==> config.mk <==
export PLATFORM = sky130hd
export DESIGN_NAME = cp0_ext_flat
export DESIGN_NICKNAME = d
export VERILOG_FILES = /design/src/rtl/cp0_ext_if.sv /design/src/rtl/cp0_ext.sv /design/src/flat_wrapper.sv
export SDC_FILE = /design/constraint.sdc
export NUM_CORES = 1
export LEC_CHECK = 0
export CORE_MARGIN = 2
export CORE_UTILIZATION = 45
export DETAILED_ROUTE_END_ITERATION = 16
export GPL_TIMING_DRIVEN = 0
export PLACE_DENSITY = 0.86
export SYNTH_ARGS = -nofsm -noshare
export SYNTH_HDL_FRONTEND = slang
export SYNTH_SLANG_ARGS = --single-unit
==> constraint.sdc <==
create_clock -name clk -period 6.2 [get_ports clk]
set_input_delay 1.24 -clock clk [delete_from_list [all_inputs] [get_ports clk]]
set_output_delay 1.24 -clock clk [all_outputs]
set_load 0.05 [all_outputs]
==> src/rtl/cp0_ext_if.sv <==
// cp0_ext_if: M-stage to coprocessor-0 signal bundle; master is the pipeline, slave is CP0.
interface cp0_ext_if #(parameter int NUM_HWINT = 6);
    logic                 cp_we;
    logic [4:0]           cp_addr;
    logic [31:0]          cp_wdata;
    logic [31:0]          cp_rdata;
    logic [31:0]          vpc;
    logic                 is_bd;
    logic [4:0]           exc_code;
    logic [31:0]          bad_vaddr_in;
    logic [NUM_HWINT-1:0] hw_int;
    logic                 eret;
    logic                 req;
    logic [31:0]          epc_out;
    logic [31:0]          vec_out;
    modport master (
        output cp_we, cp_addr, cp_wdata, vpc, is_bd, exc_code, bad_vaddr_in, hw_int, eret,
        input  cp_rdata, req, epc_out, vec_out
    );
    modport slave (
        input  cp_we, cp_addr, cp_wdata, vpc, is_bd, exc_code, bad_vaddr_in, hw_int, eret,
        output cp_rdata, req, epc_out, vec_out
    );
endinterface

==> src/rtl/cp0_ext.sv <==
// cp0_ext: MIPS CP0 with SR/Cause/EPC/BadVAddr/PRId and exception/interrupt entry.
// Define CP0_TIMER_EN to add the Count/Compare timer driving TI on IP[15].
module cp0_ext #(
    parameter int          NUM_HWINT = 6,
    parameter logic [31:0] PRID_VAL  = 32'h0000_0007,
    parameter logic [31:0] EXC_VEC   = 32'h0000_4180
) (
    input logic      clk,
    input logic      reset,
    cp0_ext_if.slave bus
);
    logic [NUM_HWINT-1:0] hw;
    logic [5:0]           im, ip, ip_now;
    logic                 exl, ie, bd, ti;
    logic [4:0]           exc_code_r;
    logic [31:0]          epc, bad_vaddr, count, compare;
    logic                 int_req, exc_req, wr;
    assign hw = bus.hw_int;
    assign ip_now = 6'(hw) | {ti, 5'b0};
    assign int_req = (|(ip_now & im)) & ie & ~exl & ~reset;
    assign exc_req = (bus.exc_code != 5'd0) & ~reset;
    assign bus.req = int_req | exc_req;
    // a cancelled instruction (req) or an eret never commits an mtc0
    assign wr = bus.cp_we & ~bus.req & ~bus.eret;
    assign bus.epc_out = epc;
    assign bus.vec_out = EXC_VEC;
    assign bus.cp_rdata = (bus.cp_addr == 5'd12) ? {16'b0, im, 8'b0, exl, ie}
                        : (bus.cp_addr == 5'd13) ? {bd, ti, 14'b0, ip, 3'b0, exc_code_r, 2'b0}
                        : (bus.cp_addr == 5'd14) ? epc
                        : (bus.cp_addr == 5'd8)  ? bad_vaddr
                        : (bus.cp_addr == 5'd15) ? PRID_VAL
                        : (bus.cp_addr == 5'd9)  ? count
                        : (bus.cp_addr == 5'd11) ? compare
                        : '0;
    always_ff @(posedge clk) begin
        if (reset) begin
            im <= '0;
            exl <= 1'b0;
            ie <= 1'b0;
            bd <= 1'b0;
            ip <= '0;
            exc_code_r <= '0;
            epc <= '0;
            bad_vaddr <= '0;
        end else begin
            ip <= ip_now;
            if (bus.req) begin
                exl <= 1'b1;
                bd <= bus.is_bd;
                epc <= (bus.is_bd ? bus.vpc - 32'd4 : bus.vpc) & ~32'd3;
                exc_code_r <= int_req ? 5'd0 : bus.exc_code;
                if (!int_req && (bus.exc_code == 5'd4 || bus.exc_code == 5'd5))
                    bad_vaddr <= bus.bad_vaddr_in;
            end else if (bus.eret) begin
                exl <= 1'b0;
            end else if (wr) begin
                if (bus.cp_addr == 5'd12)
                    {im, exl, ie} <= {bus.cp_wdata[15:10], bus.cp_wdata[1:0]};
                if (bus.cp_addr == 5'd14)
                    epc <= bus.cp_wdata & ~32'd3;
            end
        end
    end
`ifdef CP0_TIMER_EN
    logic [31:0] count_inc;
    logic        wr_count, wr_compare;
    assign count_inc = count + 32'd1;
    assign wr_count = wr & (bus.cp_addr == 5'd9);
    assign wr_compare = wr & (bus.cp_addr == 5'd11);
    always_ff @(posedge clk) begin
        if (reset) begin
            count <= '0;
            compare <= '0;
            ti <= 1'b0;
        end else begin
            count <= wr_count ? bus.cp_wdata : count_inc;
            if (wr_compare)
                compare <= bus.cp_wdata;
            // clearing by a Compare write wins over a same-cycle match
            ti <= wr_compare ? 1'b0 : (ti | (~wr_count & (count_inc == compare)));
        end
    end
`else
    assign count = '0;
    assign compare = '0;
    assign ti = 1'b0;
`endif
endmodule

==> src/flat_wrapper.sv <==
// flat-port wrapper written by rule: the top's interface ports become plain ports
module cp0_ext_flat 
#(
    parameter int          NUM_HWINT = 6,
    parameter logic [31:0] PRID_VAL  = 32'h0000_0007,
    parameter logic [31:0] EXC_VEC   = 32'h0000_4180
)
  (clk, reset, bus_cp_we, bus_cp_addr, bus_cp_wdata, bus_vpc, bus_is_bd, bus_exc_code, bus_bad_vaddr_in, bus_hw_int, bus_eret, bus_cp_rdata, bus_req, bus_epc_out, bus_vec_out);
  cp0_ext_if #(.NUM_HWINT(NUM_HWINT)) bus_i ();
  input logic clk;
  input logic reset;
  input wire logic [$bits(bus_i.cp_we)-1:0] bus_cp_we;
  input wire logic [$bits(bus_i.cp_addr)-1:0] bus_cp_addr;
  input wire logic [$bits(bus_i.cp_wdata)-1:0] bus_cp_wdata;
  input wire logic [$bits(bus_i.vpc)-1:0] bus_vpc;
  input wire logic [$bits(bus_i.is_bd)-1:0] bus_is_bd;
  input wire logic [$bits(bus_i.exc_code)-1:0] bus_exc_code;
  input wire logic [$bits(bus_i.bad_vaddr_in)-1:0] bus_bad_vaddr_in;
  input wire logic [$bits(bus_i.hw_int)-1:0] bus_hw_int;
  input wire logic [$bits(bus_i.eret)-1:0] bus_eret;
  output wire logic [$bits(bus_i.cp_rdata)-1:0] bus_cp_rdata;
  output wire logic [$bits(bus_i.req)-1:0] bus_req;
  output wire logic [$bits(bus_i.epc_out)-1:0] bus_epc_out;
  output wire logic [$bits(bus_i.vec_out)-1:0] bus_vec_out;
  assign bus_i.cp_we = bus_cp_we;
  assign bus_i.cp_addr = bus_cp_addr;
  assign bus_i.cp_wdata = bus_cp_wdata;
  assign bus_i.vpc = bus_vpc;
  assign bus_i.is_bd = bus_is_bd;
  assign bus_i.exc_code = bus_exc_code;
  assign bus_i.bad_vaddr_in = bus_bad_vaddr_in;
  assign bus_i.hw_int = bus_hw_int;
  assign bus_i.eret = bus_eret;
  assign bus_cp_rdata = bus_i.cp_rdata;
  assign bus_req = bus_i.req;
  assign bus_epc_out = bus_i.epc_out;
  assign bus_vec_out = bus_i.vec_out;
  cp0_ext #(.NUM_HWINT(NUM_HWINT), .PRID_VAL(PRID_VAL), .EXC_VEC(EXC_VEC)) u_core (.clk(clk), .reset(reset), .bus(bus_i));
endmodule
======== Word level (Yosys, flattened, before mapping) ========
Index checks and enable logic that the tools add are counted.
storage, ports and cells
  bits in registers ....................... 82
  input bits .............................. 117
  output and inout port bits .............. 97
  word-level logic and storage cells ...... 57
operators by class
  add/sub/neg operators ................... 1
  eq/ne operators ......................... 8
  muxes and demuxes ....................... 15
  bitwise operators ....................... 12
  reduce and logical (&&, ||, !) cells .... 13
operators with widths
  cell                     number
  $mux W32                 9
  $sub A32 B3 Y32 const B  1
  $eq A5 B4 Y1 const B     5
  $eq A5 B3 Y1 const B     2
  $and A1 B1 Y1            6
  $and A6 B6 Y6            1
  $reduce_bool A3 Y1       2
  $reduce_or A6 Y1         1
  $mux W5                  1
  $reduce_bool A5 Y1       1
  $mux W1                  4
  $not A1 Y1               4
  $reduce_and A2 Y1        2
  $reduce_and A4 Y1        1
  $reduce_bool A2 Y1       2
  $mux W3                  1
  $reduce_and A3 Y1        1
  $ne A2 B1 Y1 const B     1
  $logic_and A1 B1 Y1      1
  $logic_not A1 Y1         1
  $logic_or A1 B1 Y1       1
  $or A1 B1 Y1             1

======== Depth between registers and ports, before layout ========
  depth in word-level cells ............... 12
  depth in mapped cells ................... 7

======== Worst setup path before layout ========
No wires, ideal clock.
  path type ............................... input -> output
  from .................................... input port bus_cp_addr[0]
  to ...................................... output port bus_cp_rdata[12]
  arrival time ............................ 3.101 ns
  data required time ...................... 4.960 ns
  slack ................................... 1.859 ns
  stages on the path ...................... 4
  cell sequence ........................... clkbuf_1 > buf_1 > mux2i_1 > o21ai_0
on the way
  longest elaborated chain between the ends .. 5
  elaborated cells between the ends (all ways) .. 8
  those cells by class .................... eq/ne (4); mux (4)
RTL lines
  item                RTL line            text
  start: declaration  flat_wrapper.sv:13  input wire logic [$bits(bus_i.cp_addr)-1:0] bus_cp_addr;
  $eq A5 B4 Y1        cp0_ext.sv:30       : (bus.cp_addr == 5'd8) ? bad_vaddr
  $mux W32            cp0_ext.sv:30
  $mux W32            cp0_ext.sv:29       : (bus.cp_addr == 5'd14) ? epc
  $mux W32            cp0_ext.sv:28       : (bus.cp_addr == 5'd13) ? {bd, ti, 14'b0, ip, 3'b0, exc_code_r, 2'b0}
  $mux W32 (*)        cp0_ext.sv:27       assign bus.cp_rdata = (bus.cp_addr == 5'd12) ? {16'b0, im, 8'b0, exl, ie}
  end: declaration    flat_wrapper.sv:21  output wire logic [$bits(bus_i.cp_rdata)-1:0] bus_cp_rdata;
Mark *: on every way between the ends. The rest lies on a longest branch, timed or not.

======== Worst setup path after layout ========
  from .................................... input port bus_cp_addr[0]
  to ...................................... output port bus_cp_rdata[22]
Same word-level chain as after synthesis.

==> results.tsv <==
metric	value	unit
synth_cell_type_count	48	
fin_ws	0.681	ns
met1_usage	0.328	
post_drt_wl_per_cell	16.9	um
setup_tns	0	ns
synth-edff-count	0	
power_frac_comb	0.248	
worst-path-buf-inv	5	
power_leakage	2.43	nW
max_clock_freq	181	MHz
path_depth	8	
hold_buffers	0	
grt_overflow	0	
required	4.96	ns
busiest_layer	met2	
clkTransAtPathRegs	0.07	ns
grt_use_total	0.266	
fin_crit	5.52	ns
finalSetupViolCount	0	
period_share	0.890	
switchingPower	412	uW
synthCells	549	
slew_headroom	0.500	
final_core_util	0.696	
clockBufferDepth	2	
io_pins	214	
grt_util_met2	0.457	
outcome	finished, final reports clean	
htreeDepth	3	
nets	884	
min_path_cells	2	
initial_core_util	0.468	
drive_gt1_frac	0.0949	
drc	0	
rsz0062_at_grt	no	
mostFrequentLayoutCell	clkdlybuf4s50_1	
async_flop_share	0	
post_cts_buffers	0	
grt_max_degree	14	
synth_flop_cell	dfxtp_1	
p_int	957	uW
path_cells	clkdlybuf4s50_1 > clkbuf_1 > nor3_1 > nor2b_1 > clkbuf_1 > buf_1 > a22o_1 > clkdlybuf4s50_1	
p_sw_frac	0.301	
tightest_slew	0.749	ns
clock-sinks	82	
core	9860	um2
ys_warn_count	0	
grt_pass1_vias	4626	
slew_violations	0	
power_frac_seq	0.417	
powerDensity	199	nW/um2
post-place-ws	0.721	ns
skew	0.0127	ns
cpPeakStageDelay	0.81	ns
viasPerCell	5.32	
globalRouteMet3Util	0.0421	
firstDrtPassIters	5	
dpl.hpwl	12400	um
ir_worst_vdd	0.000132	V
cts_root_buffer	clkbuf_8	
synth-seq-area-share	0.356	
holdWs	0.460	ns
die_y	105	um
io_buffers	174	
cp_max_fo	10	
hold_viol	0	
hold_class	register to register	
cts_resized	0	
r2r_cells	6	
grt_pass1_wl	23500	um
syn2layout_area_growth	48.9	%
layout_common_cells	clkdlybuf4s50_1 (174), dfxtp_1 (82), nand2_1 (78)	
worstSetupStartpointType	input port	
syn_area_per_cell	8.40	um2
cts_buffers	9	
cp-end-kind	output pin	
arrival	4.28	ns
wirelength	15200	um
worstSetupPathType	input port to output pin	
slowest_stage	clkdlybuf4s50_1	
diodes	0	
clk_latency	0.35	ns
synth-seq-cells	82	
drtAntennaViolNets	0	
syn_area	4610	um2
placementRows	36	
clockPowerShare	0.335	
drtIter0Drc	216	
rrSetupSlack	3.81	ns
cts_tree	done	
crit_family	buffers and inverters	
antenna_found_initial	0	
cap_violations	0	
fillers	793	
die_x	105	um
dieArea	11100	um2
vias	4803	
globalplace.congestion	0.888	
[kinds of logic after synthesis]
logic type / after synthesis / share of synthesized area
compound gates: 136 / 0.195
xor+xnor: 28 / 0.0532
fa+ha+maj: 1 / 0.00271
buf+inv: 75 / 0.0922
flops: 82 / 0.356
mux: 48 / 0.104
other cells: 2 / 0.00163
simple gates: 177 / 0.195
[layout make-up]
class,instances,area [um2],share of cell area
inverter,3,11.3,0.00164
clock inverter,5,104,0.0151
multi-input combinational,424,2670,0.388
buffer,72,414,0.0603
clock buffer,9,124,0.0180
timing repair buffer,174,1740,0.254
tap,133,166,0.0242
sequential,82,1640,0.239
[worst min-delay path, cell delays in order (launching register included)]
cell and delay (ns):
dfxtp_1 0.31, nand2_1 0.05, a21oi_1 0.05
[metal layers]
layer	vias to the layer above	wire, um	share of wire
met3	45	1050	0.069
li1	2304	-	-
met1	2234	6270	0.41
met2	220	7390	0.49
met4	0	525	0.034
met5	-	0	0
[power by group through the flow]
stage          Clock (mW)  Sequential [mW]  Combinational (mW)
4_1_cts             0.456            0.570               0.338
3_5_place_dp            0            0.582               0.337
3_3_place_gp            0            0.581               0.332
6_report            0.458            0.571               0.340
5_1_grt             0.479            0.572               0.357
2_1_floorplan           0            0.624               0.150
[flip-flops by register name (all words and copies together), names as in the netlist]
register            count
u_core.bad_vaddr       32
u_core.im               6
u_core.exl              1
u_core.ie               1
u_core.bus.epc_out     30
u_core.ip               6
u_core.bd               1
u_core.exc_code_r       5
[per-stage QoR]
stage | cell area, um2 | std cells | power (mW)
finish | 6870 | 902 | 1.37
global route | 6870 | 902 | 1.41
CTS | 6870 | 902 | 1.36
detailed placement | 6640 | 888 | 0.919
global placement | 6640 | 888 | 0.913
floorplan | 4730 | 581 | 0.774
[cells in the mapped netlist, types with 2 or more instances]
library cell / instances / area [um2]
dfxtp_1: 82 / 1640
nand2_1: 78 / 293
a21oi_1: 53 / 265
mux2i_1: 47 / 470
nor2_1: 35 / 131
buf_4: 34 / 255
xnor2_1: 27 / 236
clkbuf_1: 24 / 90.1
a22o_1: 18 / 158
a211oi_1: 16 / 120
a21o_1: 14 / 105
a22oi_1: 14 / 105
o21ai_0: 11 / 55.1
nor3_1: 9 / 45.0
nor4_1: 9 / 56.3
nor2b_1: 8 / 50.1
buf_2: 7 / 35.0
nor4_2: 7 / 87.6
or3_1: 7 / 43.8
buf_1: 6 / 22.5
nand3_1: 5 / 25.0
nand4_1: 4 / 25.0
nand2b_1: 3 / 18.8
a21oi_2: 2 / 17.5
conb_1: 2 / 7.51
inv_1: 2 / 7.51
nand3b_1: 2 / 15.0
nor3b_1: 2 / 15.0
o21a_1: 2 / 15.0
[final timing paths]
path,from,end
max,bus_cp_addr[0],bus_cp_rdata[22]
min,u_core.bad_vaddr[2],u_core.bad_vaddr[2]
max reg2reg,u_core.im[2],u_core.bus.epc_out[10]
min reg2reg,u_core.bad_vaddr[2],u_core.bad_vaddr[2]
Power figures use the tool's default switching activity.
